<file path="src/rtl/wiener_frame_ctrl_pkg.sv">
`default_nettype none
// ============================================================================
// Module : wiener_pkg
// Brief  : Shared types and helpers for the Wiener filter frame sequencer.
// Rev    : 1.0
// ============================================================================
package wiener_pkg;

    typedef enum logic [2:0] {
        WFC_IDLE     = 3'd0,
        WFC_WAIT_SOF = 3'd1,
        WFC_ACTIVE   = 3'd2,
        WFC_FLUSH    = 3'd3,
        WFC_DONE     = 3'd4
    } wfc_state_t;

    localparam int WFC_FRAME_CNT_W = 16;

    // Counter width able to hold the value max_val itself.
    function automatic int cnt_width(input int max_val);
        return $clog2(max_val + 1);
    endfunction

endpackage
`default_nettype wire

</file>
<file path="src/rtl/wiener_frame_ctrl_if.sv">
`default_nettype none
// ============================================================================
// Module : wiener_frame_ctrl_if
// Brief  : Pixel stream handshake (valid/last/user=SOF/ready).
// Rev    : 1.0
// ============================================================================
interface wiener_frame_ctrl_if;
    logic s_valid;
    logic s_last;
    logic s_user;
    logic s_ready;

    modport master (output s_valid, output s_last, output s_user, input  s_ready);
    modport slave  (input  s_valid, input  s_last, input  s_user, output s_ready);
endinterface
`default_nettype wire

</file>
<file path="src/rtl/wiener_frame_ctrl_pixel_xy_counter.sv">
`default_nettype none
// ============================================================================
// Module : pixel_xy_counter
// Brief  : Pixel x/y tracker with line/frame end flags and SOF restart.
// Rev    : 1.0
// ============================================================================
module pixel_xy_counter #(
    parameter int CNT_W = 11
) (
    input  logic             clk,
    input  logic             rst,
    input  logic             i_adv,
    input  logic             i_restart,
    input  logic             i_last,
    input  logic [CNT_W-1:0] i_w_m1,
    input  logic [CNT_W-1:0] i_h_m1,
    output logic [CNT_W-1:0] o_x,
    output logic [CNT_W-1:0] o_y,
    output logic             o_x_at_end,
    output logic             o_frame_end
);

    logic [CNT_W-1:0] r_x;
    logic [CNT_W-1:0] r_y;
    logic             w_x_at_end;
    logic             w_line_end;
    logic             w_frame_end;

    assign w_x_at_end = (r_x == i_w_m1);

    // A restart beat is pixel (0,0) no matter where the counters stand.
    always_comb begin
        w_line_end  = 1'b0;
        w_frame_end = 1'b0;
        if (i_restart) begin
            w_line_end  = (i_w_m1 == '0);
            w_frame_end = w_line_end && (i_h_m1 == '0);
        end else begin
            w_line_end  = w_x_at_end || i_last;
            w_frame_end = w_line_end && (r_y == i_h_m1);
        end
    end

    always_ff @(posedge clk or posedge rst) begin
        if (rst) begin
            r_x <= '0;
            r_y <= '0;
        end else if (i_adv) begin
            if (w_frame_end) begin
                r_x <= '0;
                r_y <= '0;
            end else if (w_line_end) begin
                r_x <= '0;
                r_y <= i_restart ? CNT_W'(1) : r_y + CNT_W'(1);
            end else begin
                r_x <= i_restart ? CNT_W'(1) : r_x + CNT_W'(1);
                r_y <= i_restart ? '0 : r_y;
            end
        end
    end

    assign o_x         = r_x;
    assign o_y         = r_y;
    assign o_x_at_end  = w_x_at_end;
    assign o_frame_end = w_frame_end;

endmodule
`default_nettype wire

</file>
<file path="src/rtl/wiener_frame_ctrl.sv">
`default_nettype none
// ============================================================================
// Module : wiener_frame_ctrl
// Brief  : Frame sequencer gating stats/filter units and flushing the pipeline.
// Rev    : 1.0
// ============================================================================
module wiener_frame_ctrl
    import wiener_pkg::*;
#(
    parameter  int MAX_W    = 1024,
    parameter  int MAX_H    = 1024,
    parameter  int PIPE_LAT = 4,
    localparam int CNT_W    = cnt_width((MAX_W > MAX_H) ? MAX_W : MAX_H)
) (
    input  logic                       clk,
    input  logic                       rst,
    input  logic                       cfg_enable,
    input  logic [CNT_W-1:0]           cfg_width,
    input  logic [CNT_W-1:0]           cfg_height,
    wiener_frame_ctrl_if.slave         s_axis,
    output logic                       stats_clear,
    output logic                       stats_en,
    output logic [CNT_W-1:0]           pix_x,
    output logic [CNT_W-1:0]           pix_y,
    output logic                       frame_done,
    output logic [WFC_FRAME_CNT_W-1:0] frame_cnt,
    output logic                       err_len,
    output logic                       err_sof,
    output logic                       busy
);

    localparam int             FL_W         = (PIPE_LAT > 1) ? $clog2(PIPE_LAT) : 1;
    localparam logic [FL_W-1:0] c_FLUSH_LAST = FL_W'(PIPE_LAT - 1);

    wfc_state_t                 r_state;
    logic                       r_s_ready;
    logic                       r_frame_done;
    logic                       r_busy;
    logic                       r_err_len;
    logic                       r_err_sof;
    logic [CNT_W-1:0]           r_w_m1;
    logic [CNT_W-1:0]           r_h_m1;
    logic [FL_W-1:0]            r_flush_cnt;
    logic [WFC_FRAME_CNT_W-1:0] r_frame_cnt;

    logic w_acc;
    logic w_in_frame;
    logic w_adv;
    logic w_cfg_ok;
    logic w_x_at_end;
    logic w_frame_end;

    assign w_acc      = s_axis.s_valid & r_s_ready;
    assign w_in_frame = (r_state == WFC_ACTIVE);
    // Only WAIT_SOF and ACTIVE accept, so a non-ACTIVE accept with user set is the SOF.
    assign w_adv      = w_acc & (w_in_frame | s_axis.s_user);
    assign w_cfg_ok   = cfg_enable & (cfg_width != '0) & (cfg_height != '0);

    pixel_xy_counter #(
        .CNT_W (CNT_W)
    ) u_xy (
        .clk         (clk),
        .rst         (rst),
        .i_adv       (w_adv),
        .i_restart   (s_axis.s_user),
        .i_last      (s_axis.s_last),
        .i_w_m1      (r_w_m1),
        .i_h_m1      (r_h_m1),
        .o_x         (pix_x),
        .o_y         (pix_y),
        .o_x_at_end  (w_x_at_end),
        .o_frame_end (w_frame_end)
    );

    always_ff @(posedge clk or posedge rst) begin
        if (rst) begin
            r_state      <= WFC_IDLE;
            r_s_ready    <= 1'b0;
            r_frame_done <= 1'b0;
            r_busy       <= 1'b0;
            r_err_len    <= 1'b0;
            r_err_sof    <= 1'b0;
            r_w_m1       <= '0;
            r_h_m1       <= '0;
            r_flush_cnt  <= '0;
            r_frame_cnt  <= '0;
        end else begin
            r_err_len    <= w_acc & w_in_frame & (s_axis.s_last ^ w_x_at_end);
            r_err_sof    <= w_acc & w_in_frame & s_axis.s_user;
            r_frame_done <= 1'b0;
            case (r_state)
                WFC_IDLE: begin
                    if (w_cfg_ok) begin
                        r_w_m1    <= cfg_width - CNT_W'(1);
                        r_h_m1    <= cfg_height - CNT_W'(1);
                        r_state   <= WFC_WAIT_SOF;
                        r_s_ready <= 1'b1;
                        r_busy    <= 1'b1;
                    end
                end
                WFC_WAIT_SOF, WFC_ACTIVE: begin
                    if (w_adv) begin
                        if (w_frame_end) begin
                            r_state     <= WFC_FLUSH;
                            r_s_ready   <= 1'b0;
                            r_flush_cnt <= '0;
                        end else begin
                            r_state     <= WFC_ACTIVE;
                        end
                    end
                end
                WFC_FLUSH: begin
                    if (r_flush_cnt == c_FLUSH_LAST) begin
                        r_state      <= WFC_DONE;
                        r_frame_done <= 1'b1;
                    end else begin
                        r_flush_cnt  <= r_flush_cnt + FL_W'(1);
                    end
                end
                WFC_DONE: begin
                    r_frame_cnt <= r_frame_cnt + 16'd1;
                    if (w_cfg_ok) begin
                        r_w_m1    <= cfg_width - CNT_W'(1);
                        r_h_m1    <= cfg_height - CNT_W'(1);
                        r_state   <= WFC_WAIT_SOF;
                        r_s_ready <= 1'b1;
                    end else begin
                        r_state   <= WFC_IDLE;
                        r_busy    <= 1'b0;
                    end
                end
                default: begin
                    r_state   <= WFC_IDLE;
                    r_s_ready <= 1'b0;
                    r_busy    <= 1'b0;
                end
            endcase
        end
    end

    assign s_axis.s_ready = r_s_ready;
    assign stats_clear    = w_acc & s_axis.s_user;
    assign stats_en       = w_adv;
    assign frame_done     = r_frame_done;
    assign frame_cnt      = r_frame_cnt;
    assign err_len        = r_err_len;
    assign err_sof        = r_err_sof;
    assign busy           = r_busy;

endmodule
`default_nettype wire
</file>
<file path="src/flat_wrapper.sv">
// flat-port wrapper written by rule: the top's interface ports become plain ports
module wiener_frame_ctrl_flat import wiener_pkg::*;
#(
    parameter  int MAX_W    = 1024,
    parameter  int MAX_H    = 1024,
    parameter  int PIPE_LAT = 4,
    localparam int CNT_W    = cnt_width((MAX_W > MAX_H) ? MAX_W : MAX_H)
)
  (clk, rst, cfg_enable, cfg_width, cfg_height, stats_clear, stats_en, pix_x, pix_y, frame_done, frame_cnt, err_len, err_sof, busy, s_axis_s_valid, s_axis_s_last, s_axis_s_user, s_axis_s_ready);
  wiener_frame_ctrl_if s_axis_i ();
  input  logic clk;
  input  logic rst;
  input  logic cfg_enable;
  input  logic [CNT_W-1:0] cfg_width;
  input  logic [CNT_W-1:0] cfg_height;
  output logic stats_clear;
  output logic stats_en;
  output logic [CNT_W-1:0] pix_x;
  output logic [CNT_W-1:0] pix_y;
  output logic frame_done;
  output logic [WFC_FRAME_CNT_W-1:0] frame_cnt;
  output logic err_len;
  output logic err_sof;
  output logic busy;
  input wire logic [$bits(s_axis_i.s_valid)-1:0] s_axis_s_valid;
  input wire logic [$bits(s_axis_i.s_last)-1:0] s_axis_s_last;
  input wire logic [$bits(s_axis_i.s_user)-1:0] s_axis_s_user;
  output wire logic [$bits(s_axis_i.s_ready)-1:0] s_axis_s_ready;
  assign s_axis_i.s_valid = s_axis_s_valid;
  assign s_axis_i.s_last = s_axis_s_last;
  assign s_axis_i.s_user = s_axis_s_user;
  assign s_axis_s_ready = s_axis_i.s_ready;
  wiener_frame_ctrl #(.MAX_W(MAX_W), .MAX_H(MAX_H), .PIPE_LAT(PIPE_LAT)) u_core (.clk(clk), .rst(rst), .cfg_enable(cfg_enable), .cfg_width(cfg_width), .cfg_height(cfg_height), .s_axis(s_axis_i), .stats_clear(stats_clear), .stats_en(stats_en), .pix_x(pix_x), .pix_y(pix_y), .frame_done(frame_done), .frame_cnt(frame_cnt), .err_len(err_len), .err_sof(err_sof), .busy(busy));
endmodule
</file>
<file path="config.mk">
export PLATFORM = sky130hd
export DESIGN_NAME = wiener_frame_ctrl_flat
export DESIGN_NICKNAME = d
export VERILOG_FILES = /design/src/rtl/wiener_frame_ctrl_pkg.sv /design/src/rtl/wiener_frame_ctrl_if.sv /design/src/rtl/wiener_frame_ctrl_pixel_xy_counter.sv /design/src/rtl/wiener_frame_ctrl.sv /design/src/flat_wrapper.sv
export SDC_FILE = /design/constraint.sdc
export NUM_CORES = 1
export LEC_CHECK = 0
export BUFFER_PORTS_ARGS = -buffer_cell sky130_fd_sc_hd__buf_2
export CAP_MARGIN = 0
export CORE_MARGIN = 5
export CORE_UTILIZATION = 44
export DETAILED_ROUTE_END_ITERATION = 10
export GPL_TIMING_DRIVEN = 0
export PLACE_DENSITY = 0.7
export SLEW_MARGIN = 0
export SYNTH_ARGS = -nofsm -noshare
export SYNTH_HDL_FRONTEND = slang
export SYNTH_SLANG_ARGS = --single-unit
</file>
<file path="constraint.sdc">
create_clock -name clk -period 3.6 [get_ports clk]
set_input_delay 0.18 -clock clk [delete_from_list [all_inputs] [get_ports clk]]
set_output_delay 0.18 -clock clk [all_outputs]
set_load 0.05 [all_outputs]
</file>
==> results.toml <==
[route]
wl_per_cell_um = 14.4
drt_pass1_iterations = 6
routed_wl_um = 9020
via_per_inst = 5.33
antenna_left = 0
drc = 0
drt-initial-drc-count = 172
vias = 3339

[global_route]
grt_use_total_pct = 16.6
grt_first_pass_wirelength_um = 15400
grt_max_degree = 71
grt_antenna_before_repair = 0
grt_pass1_vias = 3216
grt_overflow_total = 0

[placement]
dp_cells = 611
gp_congestion = 0.855
port_buffers = 72
place_hpwl_um = 6730

[synthesis]
syn-mean-instance-area_um2 = 9.25
synth_nets = 468
postSynth.asyncResetShare_pct = 100
synthCells = 431
synth_edf_count = 0
netlist.top_cell.by_area = "dfrtp_1"
ys_seq_area_share_pct = 43.9
synth.distinct_cells = 50
yosysTopAreaCellShare_pct = 43.9
syn_area_mm2 = 0.00399
yosys_warnings = 0
netlist_top_cells_area = "dfrtp_1 (44%), xor2_1 (8.1%), xnor2_1 (4.8%)"
ys_seq_elements = 70
synth_ff_type = "dfrtp_1"

[setup_path]
arrival_ns = 3.13
startpoint_type = "flop"
cp_num_buf_inv = 3
rrSetupSlack_ns = 0.69
setup.worst_path.end_class = "flop"
path_delay_family = "simple AND/OR/NAND/NOR gates"
reg2reg_depth = 12
slowest_stage = "dfrtp_1"
max_stage_delay_ns = 0.38
crit_path_max_fanout = 10
reg2reg_from = "u_core.u_xy.o_x[3]"
crit_chain = "clkbuf_1 -> xor2_1 -> nor4_1 -> nand3_1 -> ha_1 -> or2_2 -> clkbuf_1 -> nor4_1 -> nand3_1 -> buf_2 -> a21oi_1 -> o21ai_0"
reg2reg_to = "u_core.r_flush_cnt[1]"
crit_type = "flop to flop"
required_ns = 3.82

[finish]
finalNonFillerCells = 627
nFillCells = 825
area_growth_pct = 16.7
layout_commonest_cell = "buf_2"
layout-drive-gt1-share_pct = 21.2
layout_common_cells = "buf_2 (75), dfrtp_1 (70), nor2_1 (47)"
fin_util_pct = 53.1
antenna_cells = 0
nets = 551

[cts]
cts_hold_buf = 0
clkSlewWorstSetupHoldPaths_ns = 0.07
h-tree-depth = 3
cts_setup_buffers = 0
post_cts_resized = 0
clockBufferDepth = 2
cts_root_buf = "clkbuf_8"
numClockSinks = 70
clk_latency_ns = 0.34
cts_tree = "built"
cts_buffers = 9

[die]
dieArea_mm2 = 0.0111
rows = 34
core_area_mm2 = 0.00876
die_w_um = 105
io_pins = 73
start_util_pct = 45.5
die_h_um = 105

[timing]
worst_pin_slew_ns = 0.851
rsz0062_at_grt = "false"
setup_viol = 0
drv_slew = 0
hold_viol_final = 1
finClkSkew_ns = 0.00511
period_share_pct = 80.7
fin_hold_ws_ns = -0.00251
setup_tns_ns = 0
relSlewSlack_pct = 43.3
period_needed_ns = 2.91
fmax_mhz = 344

[flow_run]
cap_violations = 0

[status]
outcome = "complete, but fails checks"
violations = "negative hold slack"

[power_and_ir_drop]
power_uw = 2670
power_density_mw_per_mm2 = 574
p_leak_uw = 0.00216
peakVddDrop_mv = 0.232

[min_path]
hold_class = "input port to async pin"
-- cells in the mapped netlist, drive strengths merged (4+ instances only) --
master	count
nor3b	4
nor4	20
o21ai	14
nand4	7
a21oi	32
nand2	46
nor2	47
xor2	37
buf	7
or3	7
nand3	18
and2	5
mux2i	4
inv	16
nor3	8
dfrtp	70
ha	9
clkbuf	9
and3	11
o211ai	7
xnor2	22
-- cell type report --
class	instances	area [um^2]	area share (%)
plain buffers	16	95.1	2.04
clock buffers	13	149	3.20
clock inverters	3	20.0	0.430
well taps	108	135	2.90
repair buffers	72	360	7.74
multi-input cells	329	2080	44.7
flip-flops and latches	70	1750	37.6
inverters	16	62.6	1.34
-- cell families after synthesis --
| kind of cell | after synthesis | share of synthesized area, % |
|---|---|---|
| AOI/OAI and AO/OA | 64 | 9.86 |
| xor gates and xnor gates | 59 | 13.0 |
| adders and majority gates | 10 | 3.11 |
| buffers and inverters | 32 | 3.89 |
| DFF | 70 | 43.9 |
| muxes | 6 | 1.57 |
| and+or+nand+nor | 190 | 24.7 |
-- worst max path at each step --
stage | start | to | slack, ns | cells past startpoint
finish | u_core.u_xy.o_x[3] | u_core.r_flush_cnt[1] | 0.69 | 12
global route | u_core.u_xy.o_x[3] | u_core.r_flush_cnt[1] | 0.31 | 12
CTS | u_core.u_xy.o_x[2] | u_core.r_flush_cnt[1] | 0.70 | 11
detailed placement | u_core.u_xy.o_x[3] | u_core.r_flush_cnt[1] | 0.73 | 12
global placement | u_core.u_xy.o_x[3] | u_core.r_flush_cnt[1] | 0.72 | 12
floorplan | u_core.u_xy.o_x[3] | u_core.u_xy.o_y[2] | 0.82 | 12
-- per-layer routing --
layer	up-vias	wire [um]	track usage (%)
met5	-	0	0
met2	93	4230	26.0
met3	12	461	3.08
met1	1562	4170	22.2
met4	0	153	7.76
li1	1672	-	-
-- state kept, by name (all words and copies together) (netlist names) --
signal,count
u_core.frame_cnt,16
u_core.r_h_m1,11
u_core.r_w_m1,11
u_core.u_xy.o_x,11
u_core.u_xy.o_y,11
u_core.r_state,3
u_core.r_flush_cnt,2
u_core.busy,1
u_core.err_len,1
u_core.err_sof,1
u_core.frame_done,1
u_core.s_axis.s_ready,1
-- power breakdown --
group          internal [uW]  switching (uW)  leakage, uW
combinational            347             580      0.00119
sequential               972             212     0.000890
clock                    269             291    0.0000796
total                   1590            1080      0.00216
-- metrics by stage --
step / worst slack, ns / cell area, um^2
after floorplan: 0.817 / 3990
after global placement: 0.724 / 4480
after detailed placement: 0.728 / 4480
after CTS: 0.699 / 4650
after global routing: 0.311 / 4650
final: 0.693 / 4650
(Power assumes the default switching activity.)
